<file path="src/rtl/mc_pkg.sv">
// Shared encodings for the multicycle RV32I control path: FSM states, datapath
// selects, instruction classes and opcodes, used by alu, EXT, dm and the display mux.
package mc_pkg;

  typedef enum logic [2:0] {
    S_IF   = 3'd0,
    S_ID   = 3'd1,
    S_EX   = 3'd2,
    S_MEM  = 3'd3,
    S_WB   = 3'd4,
    S_HALT = 3'd7
  } state_e;

  typedef enum logic [2:0] {
    C_R, C_IMM, C_LOAD, C_STORE, C_BRANCH, C_JAL, C_JALR
  } class_e;

  localparam logic [4:0] ALU_ADD   = 5'd0;
  localparam logic [4:0] ALU_SUB   = 5'd1;
  localparam logic [4:0] ALU_SLL   = 5'd2;
  localparam logic [4:0] ALU_SLT   = 5'd3;
  localparam logic [4:0] ALU_SLTU  = 5'd4;
  localparam logic [4:0] ALU_XOR   = 5'd5;
  localparam logic [4:0] ALU_SRL   = 5'd6;
  localparam logic [4:0] ALU_SRA   = 5'd7;
  localparam logic [4:0] ALU_OR    = 5'd8;
  localparam logic [4:0] ALU_AND   = 5'd9;
  localparam logic [4:0] ALU_PASSB = 5'd10;

  localparam logic [2:0] EXT_I      = 3'd0;
  localparam logic [2:0] EXT_S      = 3'd1;
  localparam logic [2:0] EXT_B      = 3'd2;
  localparam logic [2:0] EXT_U      = 3'd3;
  localparam logic [2:0] EXT_J      = 3'd4;
  localparam logic [2:0] EXT_ISHAMT = 3'd5;

  localparam logic [2:0] DM_W  = 3'd0;
  localparam logic [2:0] DM_H  = 3'd1;
  localparam logic [2:0] DM_HU = 3'd2;
  localparam logic [2:0] DM_B  = 3'd3;
  localparam logic [2:0] DM_BU = 3'd4;

  localparam logic [1:0] PC_SEQ  = 2'd0;
  localparam logic [1:0] PC_BR   = 2'd1;
  localparam logic [1:0] PC_JAL  = 2'd2;
  localparam logic [1:0] PC_JALR = 2'd3;

  localparam logic [1:0] WD_ALU = 2'd0;
  localparam logic [1:0] WD_MEM = 2'd1;
  localparam logic [1:0] WD_PC4 = 2'd2;

  localparam logic [6:0] OP_R      = 7'b0110011;
  localparam logic [6:0] OP_IMM    = 7'b0010011;
  localparam logic [6:0] OP_LOAD   = 7'b0000011;
  localparam logic [6:0] OP_STORE  = 7'b0100011;
  localparam logic [6:0] OP_BRANCH = 7'b1100011;
  localparam logic [6:0] OP_JAL    = 7'b1101111;
  localparam logic [6:0] OP_JALR   = 7'b1100111;
  localparam logic [6:0] OP_LUI    = 7'b0110111;

  localparam logic [6:0] F7_ZERO = 7'b0000000;
  localparam logic [6:0] F7_ALT  = 7'b0100000;

  // Base ALU op for an R / I-ALU funct3; sub and sra are picked out by funct7.
  function automatic logic [4:0] alu_from_f3(input logic [2:0] f3);
    logic [4:0] r;
    case (f3)
      3'd0:    r = ALU_ADD;
      3'd1:    r = ALU_SLL;
      3'd2:    r = ALU_SLT;
      3'd3:    r = ALU_SLTU;
      3'd4:    r = ALU_XOR;
      3'd5:    r = ALU_SRL;
      3'd6:    r = ALU_OR;
      default: r = ALU_AND;
    endcase
    return r;
  endfunction

endpackage

</file>
<file path="src/rtl/mc_dec.sv">
// Combinational RV32I decoder: instruction class, ALU op, immediate format,
// DM access type and a legality flag for the control FSM.
module mc_dec
  import mc_pkg::*;
(
  input  logic [6:0] op,
  input  logic [2:0] funct3,
  input  logic [6:0] funct7,
  output class_e     cls,
  output logic [4:0] alu_op,
  output logic [2:0] ext_op,
  output logic [2:0] dm_type,
  output logic       legal
);

  always_comb begin
    cls     = C_R;
    alu_op  = ALU_ADD;
    ext_op  = EXT_I;
    dm_type = DM_W;
    legal   = 1'b0;
    case (op)
      OP_R: begin
        cls    = C_R;
        alu_op = alu_from_f3(funct3);
        if (funct7 == F7_ZERO) begin
          legal = 1'b1;
        end else if (funct7 == F7_ALT && (funct3 == 3'd0 || funct3 == 3'd5)) begin
          legal  = 1'b1;
          alu_op = (funct3 == 3'd0) ? ALU_SUB : ALU_SRA;
        end
      end
      OP_IMM: begin
        cls    = C_IMM;
        alu_op = alu_from_f3(funct3);
        // Shift-immediates carry funct7 in the upper immediate bits.
        if (funct3 == 3'd1 || funct3 == 3'd5) begin
          ext_op = EXT_ISHAMT;
          if (funct7 == F7_ZERO) begin
            legal = 1'b1;
          end else if (funct7 == F7_ALT && funct3 == 3'd5) begin
            legal  = 1'b1;
            alu_op = ALU_SRA;
          end
        end else begin
          legal = 1'b1;
        end
      end
      OP_LUI: begin
        cls    = C_IMM;
        alu_op = ALU_PASSB;
        ext_op = EXT_U;
        legal  = 1'b1;
      end
      OP_LOAD: begin
        cls   = C_LOAD;
        legal = 1'b1;
        case (funct3)
          3'd0:    dm_type = DM_B;
          3'd1:    dm_type = DM_H;
          3'd2:    dm_type = DM_W;
          3'd4:    dm_type = DM_BU;
          3'd5:    dm_type = DM_HU;
          default: legal = 1'b0;
        endcase
      end
      OP_STORE: begin
        cls    = C_STORE;
        ext_op = EXT_S;
        legal  = 1'b1;
        case (funct3)
          3'd0:    dm_type = DM_B;
          3'd1:    dm_type = DM_H;
          3'd2:    dm_type = DM_W;
          default: legal = 1'b0;
        endcase
      end
      OP_BRANCH: begin
        cls    = C_BRANCH;
        ext_op = EXT_B;
        legal  = 1'b1;
        case (funct3[2:1])
          2'b00:   alu_op = ALU_SUB;
          2'b10:   alu_op = ALU_SLT;
          2'b11:   alu_op = ALU_SLTU;
          default: legal = 1'b0;
        endcase
      end
      OP_JAL: begin
        cls    = C_JAL;
        ext_op = EXT_J;
        legal  = 1'b1;
      end
      OP_JALR: begin
        cls   = C_JALR;
        legal = (funct3 == 3'd0);
      end
      default: ;
    endcase
  end

endmodule

</file>
<file path="src/rtl/mc_ctrl.sv">
// Multicycle RV32I control FSM: paces the datapath one state per ce step,
// gates every write strobe with ce, and reports state, trap and retired count.
module mc_ctrl
  import mc_pkg::*;
#(
  parameter int CNT_W = 32
) (
  input  logic             clk,
  input  logic             rstn,
  input  logic             ce,
  input  logic [6:0]       op,
  input  logic [2:0]       funct3,
  input  logic [6:0]       funct7,
  input  logic             zero,
  output logic             pc_write,
  output logic [1:0]       pc_src,
  output logic             ir_write,
  output logic             reg_write,
  output logic             mem_write,
  output logic             alu_src_b,
  output logic [4:0]       alu_op,
  output logic [2:0]       ext_op,
  output logic [2:0]       dm_type,
  output logic [1:0]       wd_sel,
  output logic [2:0]       state_o,
  output logic             trap,
  output logic [CNT_W-1:0] instret
);

  state_e           state_q, state_d;
  logic [CNT_W-1:0] instret_q, instret_d;
  class_e           cls;
  logic             legal;
  logic             taken;
  logic             retire;
  logic             step;

  mc_dec u_dec (
    .op      (op),
    .funct3  (funct3),
    .funct7  (funct7),
    .cls     (cls),
    .alu_op  (alu_op),
    .ext_op  (ext_op),
    .dm_type (dm_type),
    .legal   (legal)
  );

  // Strobes stay low while reset is held, so a reset never leaves a partial write.
  assign step = ce & rstn;

  // funct3[0] selects the inverted sense (bne / bge / bgeu).
  assign taken = (alu_op == ALU_SUB) ? (zero ^ funct3[0]) : (~zero ^ funct3[0]);

  assign retire = (state_q == S_WB) ||
                  (state_q == S_MEM && cls == C_STORE) ||
                  (state_q == S_EX && cls == C_BRANCH);

  always_ff @(posedge clk or negedge rstn) begin
    if (!rstn) begin
      state_q   <= S_IF;
      instret_q <= '0;
    end else if (ce) begin
      state_q   <= state_d;
      instret_q <= instret_d;
    end
  end

  always_comb begin
    state_d   = state_q;
    instret_d = retire ? instret_q + CNT_W'(1) : instret_q;
    case (state_q)
      S_IF:  state_d = S_ID;
      S_ID:  state_d = legal ? S_EX : S_HALT;
      S_EX: begin
        case (cls)
          C_LOAD, C_STORE: state_d = S_MEM;
          C_BRANCH:        state_d = S_IF;
          default:         state_d = S_WB;
        endcase
      end
      S_MEM:  state_d = (cls == C_LOAD) ? S_WB : S_IF;
      S_WB:   state_d = S_IF;
      S_HALT: state_d = S_HALT;
      default: state_d = S_IF;
    endcase
  end

  always_comb begin
    pc_write  = 1'b0;
    ir_write  = 1'b0;
    reg_write = 1'b0;
    mem_write = 1'b0;
    pc_src    = PC_SEQ;
    case (state_q)
      S_IF: begin
        ir_write = step;
        pc_write = step;
      end
      S_EX: begin
        case (cls)
          C_BRANCH: begin
            pc_src   = PC_BR;
            pc_write = step & taken;
          end
          C_JAL: begin
            pc_src   = PC_JAL;
            pc_write = step;
          end
          C_JALR: begin
            pc_src   = PC_JALR;
            pc_write = step;
          end
          default: ;
        endcase
      end
      S_MEM:   mem_write = step & (cls == C_STORE);
      S_WB:    reg_write = step;
      default: ;
    endcase
  end

  // IR is held from IF to the next IR load, so these selects are stable EX..WB.
  assign alu_src_b = (cls != C_R) && (cls != C_BRANCH);
  assign wd_sel    = (cls == C_LOAD) ? WD_MEM :
                     (cls == C_JAL || cls == C_JALR) ? WD_PC4 : WD_ALU;
  assign state_o   = state_q;
  assign trap      = (state_q == S_HALT);
  assign instret   = instret_q;

endmodule

</file>
<file path="config.mk">
export PLATFORM = sky130hd
export DESIGN_NAME = mc_ctrl
export DESIGN_NICKNAME = d
export VERILOG_FILES = /design/src/rtl/mc_pkg.sv /design/src/rtl/mc_dec.sv /design/src/rtl/mc_ctrl.sv
export SDC_FILE = /design/constraint.sdc
export NUM_CORES = 1
export LEC_CHECK = 0
export ABC_AREA = 1
export CAP_MARGIN = 0
export CORE_AREA = 5 5 108 110
export CTS_CLUSTER_DIAMETER = 200
export CTS_CLUSTER_SIZE = 20
export DETAILED_ROUTE_END_ITERATION = 10
export DIE_AREA = 0 0 113 115
export PLACE_DENSITY = 0.48
export RECOVER_POWER = 50
export SETUP_SLACK_MARGIN = 0.05
export SYNTH_ARGS = -nofsm -noshare
export SYNTH_HDL_FRONTEND = slang
export SYNTH_HIERARCHICAL = 1
export SYNTH_SLANG_ARGS = --single-unit
export TNS_END_PERCENT = 30
</file>
<file path="constraint.sdc">
create_clock -name clk -period 2.12 [get_ports clk]
set_clock_uncertainty 0.05 [all_clocks]
set_input_delay 0.318 -clock clk [delete_from_list [all_inputs] [get_ports clk]]
set_output_delay 0.318 -clock clk [all_outputs]
set_load 0.02 [all_outputs]
</file>
==> metrics.cfg, run 1 <==
[worst_setup_path]
worstPathMaxFanout=7
timing.rr.start=instret[1]
end_kind=primary output
slowest_stage=or2_4
crit_top_cell=buf_6
startpoint_type=input pin
arrival_ns=1.86
path_cells=buf_2, buf_6, inv_4, buf_4, o211ai_1, o211ai_2, nor2_2, nand3_2, or2_4, nand3b_1, a21oi_4, buf_6
max_stage_delay_ns=0.22
worstSetupPathType=input pin to primary output
crit_required_ns=1.75
cp-startpoint=funct3[0]

[detailed_routing]
routedWlPerCell_um=12.7
wl_met1_um=4510
num_vias=3539
routed_wl_um=10200
drtIter0Drc=174
wl_met2_um=5120
route.detailed.drc=0
final_antenna_net_count=0
first_pass_iters=4
routed-wl-met3_um=450
drt-vias-per-instance=4.41
top_layer_used=met4

[power_and_ir_drop]
vdd_drop_max_v=0.000271
p_clk_share_pct=22.9
p_total_mw=2.44
p_leak_nw=2.47
p_int_mw=1.49
powerDensity_mw_per_mm2=504
p_comb_share_pct=42.0
switchingPower_uw=952
switching_share_pct=39.0
power_frac_seq_pct=35.1

[cells_and_area]
final_area_mm2=0.00484
syn_to_final_growth_pct=58.0
stdcell_count=803
nNetsFinal=684
nFillCells=1135
layout-drive-gt1-share_pct=32.4
antenna_cells=0
fin_util_pct=45.6

[floorplan]
initial_utilization_pct=28.9
core_mm2=0.0106
std_cell_rows=38
die_area_mm2=0.0130
die_h_um=115
die_w_um=113
ios=77

[grt]
grt_overflow=0
grt_pass1_vias=3598
grt_pass1_wl_um=17400
grtUsageTotal_pct=16.4
antenna_found_initial=0
grt_max_degree=36

[synth]
synth_simple_gate_area_share_pct=52.6
syn_nets=524
synth_top_family_by_area=simple AND/OR/NAND/NOR gates
synth_area_leaders=dfrtp_1 29%, nand2_1 28%, nor2_1 8.0%, inv_1 5.1%, nand3_1 5.1%
ys.flop_type=dfrtp_1
synth_compound_area_share_pct=4.49
yosysWarningCount=6
yosysTopAreaCell=dfrtp_1
synth_common_cells=225 x nand2_1, 65 x nor2_1, 42 x inv_1, 35 x dfrtp_1, 31 x nand3_1
yosysUniqueCellTypes=36
syn-cell-area_mm2=0.00306
synthMuxAreaShare_pct=0
synth_seq_cells=35
ys_seq_area_share_pct=28.6
synth-edff-count=0
synth_xor_area_share_pct=4.86
synth_top_area_share_pct=28.6
synth.most_common_cell=nand2_1
avgSynthCellArea_um2=6.10
synth_cells=502
synthAdderAreaFrac_pct=0.408
synthArstFlopShare_pct=100

[sta]
hold_ws_ns=0.322
slew_headroom_pct=38.2
fin_ws_ns=-0.104
rsz0062_at_grt=yes
hold_violations=0
fmax_mhz=450
slew_viol_final=0
period_share_pct=105
tightest_slew_ns=0.927
min_period_ns=2.22
setup_viol=2
setup_tns_ns=-0.135

[clock_network]
clkLatencyLatePin_ns=0.29
clock-sinks=35
clkTransAtPathRegs_ns=0.07
clk_path_buf_depth=2
cts_tree=yes
ctsHoldBuffers=0
cts_root_buf=clkbuf_8
htreeDepth=2
cts_buffers=5

[place]
dpl.hpwl_um=7990
place.gp.congestion=0.903
place_area_mm2=0.00444
place_worst_setup_slack_ns=-0.982
port_buffers=75
place_inst=767

[run]
maxCapViolCount=0

[worst_hold_path]
hold_class=input pin to asynchronous set/reset pin

[run_status]
status=finished, violations left
violations=setup timing

## what timing repair did
action / in CTS / in global routing
hold endpoints to repair: 0 / 0
pin swaps: 28 / 34
buffers inserted: 30 / 4
resized for setup: 126 / 52
endpoints found under the setup margin: 53 / 43
## critical path: cells and delay by family
| family | cells | cell delay (ns) |
|---|---|---|
| simple gates | 4 | 0.56 |
| buf+inv | 5 | 0.55 |
| compound gates | 3 | 0.41 |
## layer usage
layer / GRT usage (%) / vias to the layer above
met4: 3.13 / 0
li1: - / 1865
met3: 2.79 / 7
met5: 0 / -
met1: 20.6 / 1607
met2: 29.6 / 60
## path summary, 6_finish.rpt
check / slack, ns / to / cells past startpoint
hold reg to reg: 0.49 / instret[31] / 2
min in group clk: 0.49 / instret[31] / 2
max in group asynchronous: 1.11 / instret[27] / 2
setup / recovery: -0.10 / pc_write / 12
setup reg to reg: 0.35 / instret[28] / 10
hold / removal: 0.32 / instret[2] / 2
## cell type report
| class | count | area, µm² | area share, % |
|---|---|---|---|
| clock buffer | 7 | 96.3 | 1.99 |
| inverter | 52 | 210 | 4.34 |
| clock inverter | 1 | 7.51 | 0.155 |
| multi-input combinational | 406 | 2110 | 43.5 |
| tap | 140 | 175 | 3.62 |
| timing repair buffer | 162 | 1370 | 28.2 |
| sequential | 35 | 876 | 18.1 |
## layout by cell type, fill, tap and decap left out, types with 2 or more instances in the layout
master,Yosys,final
nor3_2,1,2
buf_2,3,7
nor2_2,10,14
nand3_2,7,14
o21ai_1,2,4
nor3_1,5,2
buf_6,3,12
nand2_4,5,8
xor2_1,14,14
nor3_4,1,3
inv_1,42,39
buf_12,0,3
nor2_4,5,11
nand2_1,225,212
xnor2_1,3,3
nor2_1,65,55
nand2_2,6,16
nand3_1,31,24
a21oi_1,4,2
o21ai_0,8,6
buf_4,3,86
clkdlybuf4s50_1,0,22
inv_4,1,3
inv_2,8,9
dfrtp_1,35,35
clkbuf_8,0,7
dlygate4sd3_1,0,15
clkbuf_2,0,7
dlygate4sd2_1,0,8
a21oi_2,3,4
## state kept, by name, summed over array words and instances (netlist names)
name and count:
instret 32, state_o 3
## power by group through the flow
stage,Combinational (mW),Clock [mW],Sequential (mW)
after floorplan,0.434,0,0.945
after global placement,0.985,0,0.864
after detailed placement,0.986,0,0.870
after CTS,1.01,0.580,0.859
after global routing,1.13,0.620,0.876
final,1.02,0.559,0.858
## cells by family (layout without fill, tap and decap cells)
group / Yosys count / count (layout)
other: 1 / 1
AOI/OAI and AO/OA: 22 / 22
buffers and inverters: 61 / 222
xor gates and xnor gates: 17 / 17
DFF: 35 / 35
and+or+nand+nor: 365 / 365
adders and majority gates: 1 / 1
Power figures use the tool's default switching activity.
==> run 2: changes to the inputs <==
PLACE_DENSITY = 0.5   (was 0.48)
clock period = 1.99 ns   (was 2.12 ns; I/O delays follow)
==> run 2 against run 1 <==
The run still ends with setup timing left. Sequential share of layout area down 2.0 points. Worst setup slack worse by 0.078 ns. Core utilization up 5.7 points. Critical path depth up 3. Sequential cell count unchanged. Die area is the same. Clock power fell by 3.9%. Design area up 13%. Sequential power is 7.8% higher. Count of clock-buffer cells in the layout fell by 1. Critical path type unchanged. Largest cell class unchanged.
==> metrics.cfg, run 2 (synthesized netlist as in run 1, its figures left out) <==
[run_status]
status=finished, violations left
violations=setup timing

[sta]
rsz0062_at_grt=yes
min_period_ns=2.17
slew_headroom_pct=40.6  ; +2.4 points
fin_ws_ns=-0.181  ; -0.0776 ns
fmax_mhz=461
setup_viol=4  ; +2
period_share_pct=109
hold_violations=0  ; unchanged
tightest_slew_ns=0.891  ; -0.0359 ns
slew_viol_final=0  ; unchanged

[grt]
antenna_found_initial=0  ; unchanged
grt_max_degree=36  ; unchanged
grt_overflow=0  ; unchanged
grt_pass1_wl_um=16900  ; -2.8%
grtUsageTotal_pct=15.8  ; -0.56 points
grt_pass1_vias=3545  ; -1.5%

[floorplan]
die_h_um=115  ; unchanged
ios=77  ; unchanged
std_cell_rows=38  ; unchanged
initial_utilization_pct=28.9  ; unchanged
die_w_um=113  ; unchanged
die_area_mm2=0.0130  ; unchanged
core_mm2=0.0106  ; unchanged

[power_and_ir_drop]
powerDensity_mw_per_mm2=514  ; +1.9%
p_leak_nw=2.63  ; +6.5%
switchingPower_mw=1.14  ; +20%
p_comb_share_pct=47.8  ; +5.8 points
vdd_drop_max_v=0.000352  ; +30%
power_frac_seq_pct=33.1  ; -2.0 points
p_clk_share_pct=19.2  ; -3.7 points
p_int_mw=1.66  ; +12%
switching_share_pct=40.7  ; +1.7 points

[worst_setup_path]
crit_top_cell=buf_6
crit_required_ns=1.64  ; -0.11 ns
crit_family=simple AND/OR/NAND/NOR gates
max_stage_delay_ns=0.22  ; about the same
path_cells=buf_8, inv_4, nand2_4, buf_6, nor3_4, nand2_2, nand3_4, inv_2, nor2_2, nand3_2, buf_6, nand2_2, nand3b_1, a21oi_4, buf_6
end_kind=primary output
startpoint_type=input pin
worstSetupPathType=input pin to primary output
worstPathMaxFanout=4  ; -3
arrival_ns=1.82  ; -0.04 ns
slowest_stage=nor3_4
path_buf_inv=6  ; +1

[clock_network]
cts_root_buf=clkbuf_8
cts_buffers=5  ; unchanged
clk_path_buf_depth=2  ; unchanged
cts_tree=yes
clkTransAtPathRegs_ns=0.08  ; about the same
clkLatencyLatePin_ns=0.29  ; about the same
ctsHoldBuffers=0  ; unchanged
htreeDepth=2  ; unchanged
clock-sinks=35  ; unchanged

[detailed_routing]
route.detailed.drc=0  ; unchanged
drtIter0Drc=152  ; -13%
routed_wl_um=11400  ; +12%
routedWlPerCell_um=14.0  ; +10%
first_pass_iters=4  ; unchanged
drt-vias-per-instance=4.56  ; +3.5%
num_vias=3704  ; +4.7%
final_antenna_net_count=0  ; unchanged

[worst_hold_path]
hold_class=input pin to asynchronous set/reset pin

[place]
port_buffers=75  ; unchanged
place_inst=759  ; -1.0%
place.gp.congestion=0.859  ; -4.9%
dpl.hpwl_um=7790  ; -2.5%
place_worst_setup_slack_ns=-1.11  ; -0.129 ns
place_area_mm2=0.00440  ; -0.90%

[run]
maxCapViolCount=0  ; unchanged

[cells_and_area]
layout-drive-gt1-share_pct=41.5  ; +9.1 points
final_area_mm2=0.00545  ; +13%
layout_common_cells=169 x nand2_1, 75 x buf_4, 54 x nor2_1
antenna_cells=0  ; unchanged
stdcell_count=812  ; +1.1%
largest_register_ffs=32  ; unchanged
syn_to_final_growth_pct=77.8
final_common_cell=nand2_1
nNetsFinal=694  ; +1.5%

## run 2: path summary, 6_finish.rpt
check	start	to	slack, ns	cells past startpoint
max reg2reg	instret[0]	instret[30]	0.24	10
max in group asynchronous	rstn	state_o[1]	1.06	2
max	op[6]	pc_write	-0.18	15
min	rstn	instret[3]	0.22	2
min reg2reg	instret[31]	instret[31]	0.48	2
min in group clk	instret[31]	instret[31]	0.48	2
## run 2: power groups by stage
stage	clock (mW)	combinational [mW]	sequential (mW)
5_1_grt	0.579	1.42	0.945
3_3_place_gp	0	1.06	0.921
3_5_place_dp	0	1.06	0.922
4_1_cts	0.560	1.11	0.911
6_report	0.537	1.34	0.925
2_1_floorplan	0	0.463	1.01
## run 2: layout make-up
type                    count  area (µm²)
flip-flops and latches     35         877
clock buffers               6        82.6
inverters                  52         235
clock inverters             1        5.00
multi-input cells         406        2440
well taps                 140         175
repair buffers            170        1610
repair inverters            2        17.5
fillers                  1044        5160
## run 2: layer usage
layer | up-vias | wire, µm | track usage (%)
met2 | 91 | 5720 | 27.8
met1 | 1709 | 4970 | 20.6
li1 | 1884 | - | -
met5 | - | 0 | 0
met4 | 0 | 166 | 3.21
met3 | 20 | 505 | 2.47
## run 2: stage by stage
step           setup TNS, ns  util, %  power [mW]  hold slack, ns
4_1_cts               -0.235     45.7        2.58          0.0650
2_1_floorplan        -0.0192        -        1.47         -0.0471
6_report              -0.305     51.4        2.80           0.221
3_5_place_dp          -34.95     41.5        1.98           0.379
3_3_place_gp          -33.97     41.5        1.98           0.380
5_1_grt                -1.83     51.4        2.95           0.312
## run 2: repair_timing
| item | in CTS | in global routing |
|---|---|---|
| gates resized for setup | 174 | 151 |
| endpoints found under the setup margin | 55 | 50 |
| buffers inserted | 34 | 18 |
| pin swaps | 32 | 69 |
| cloned | 0 | 4 |
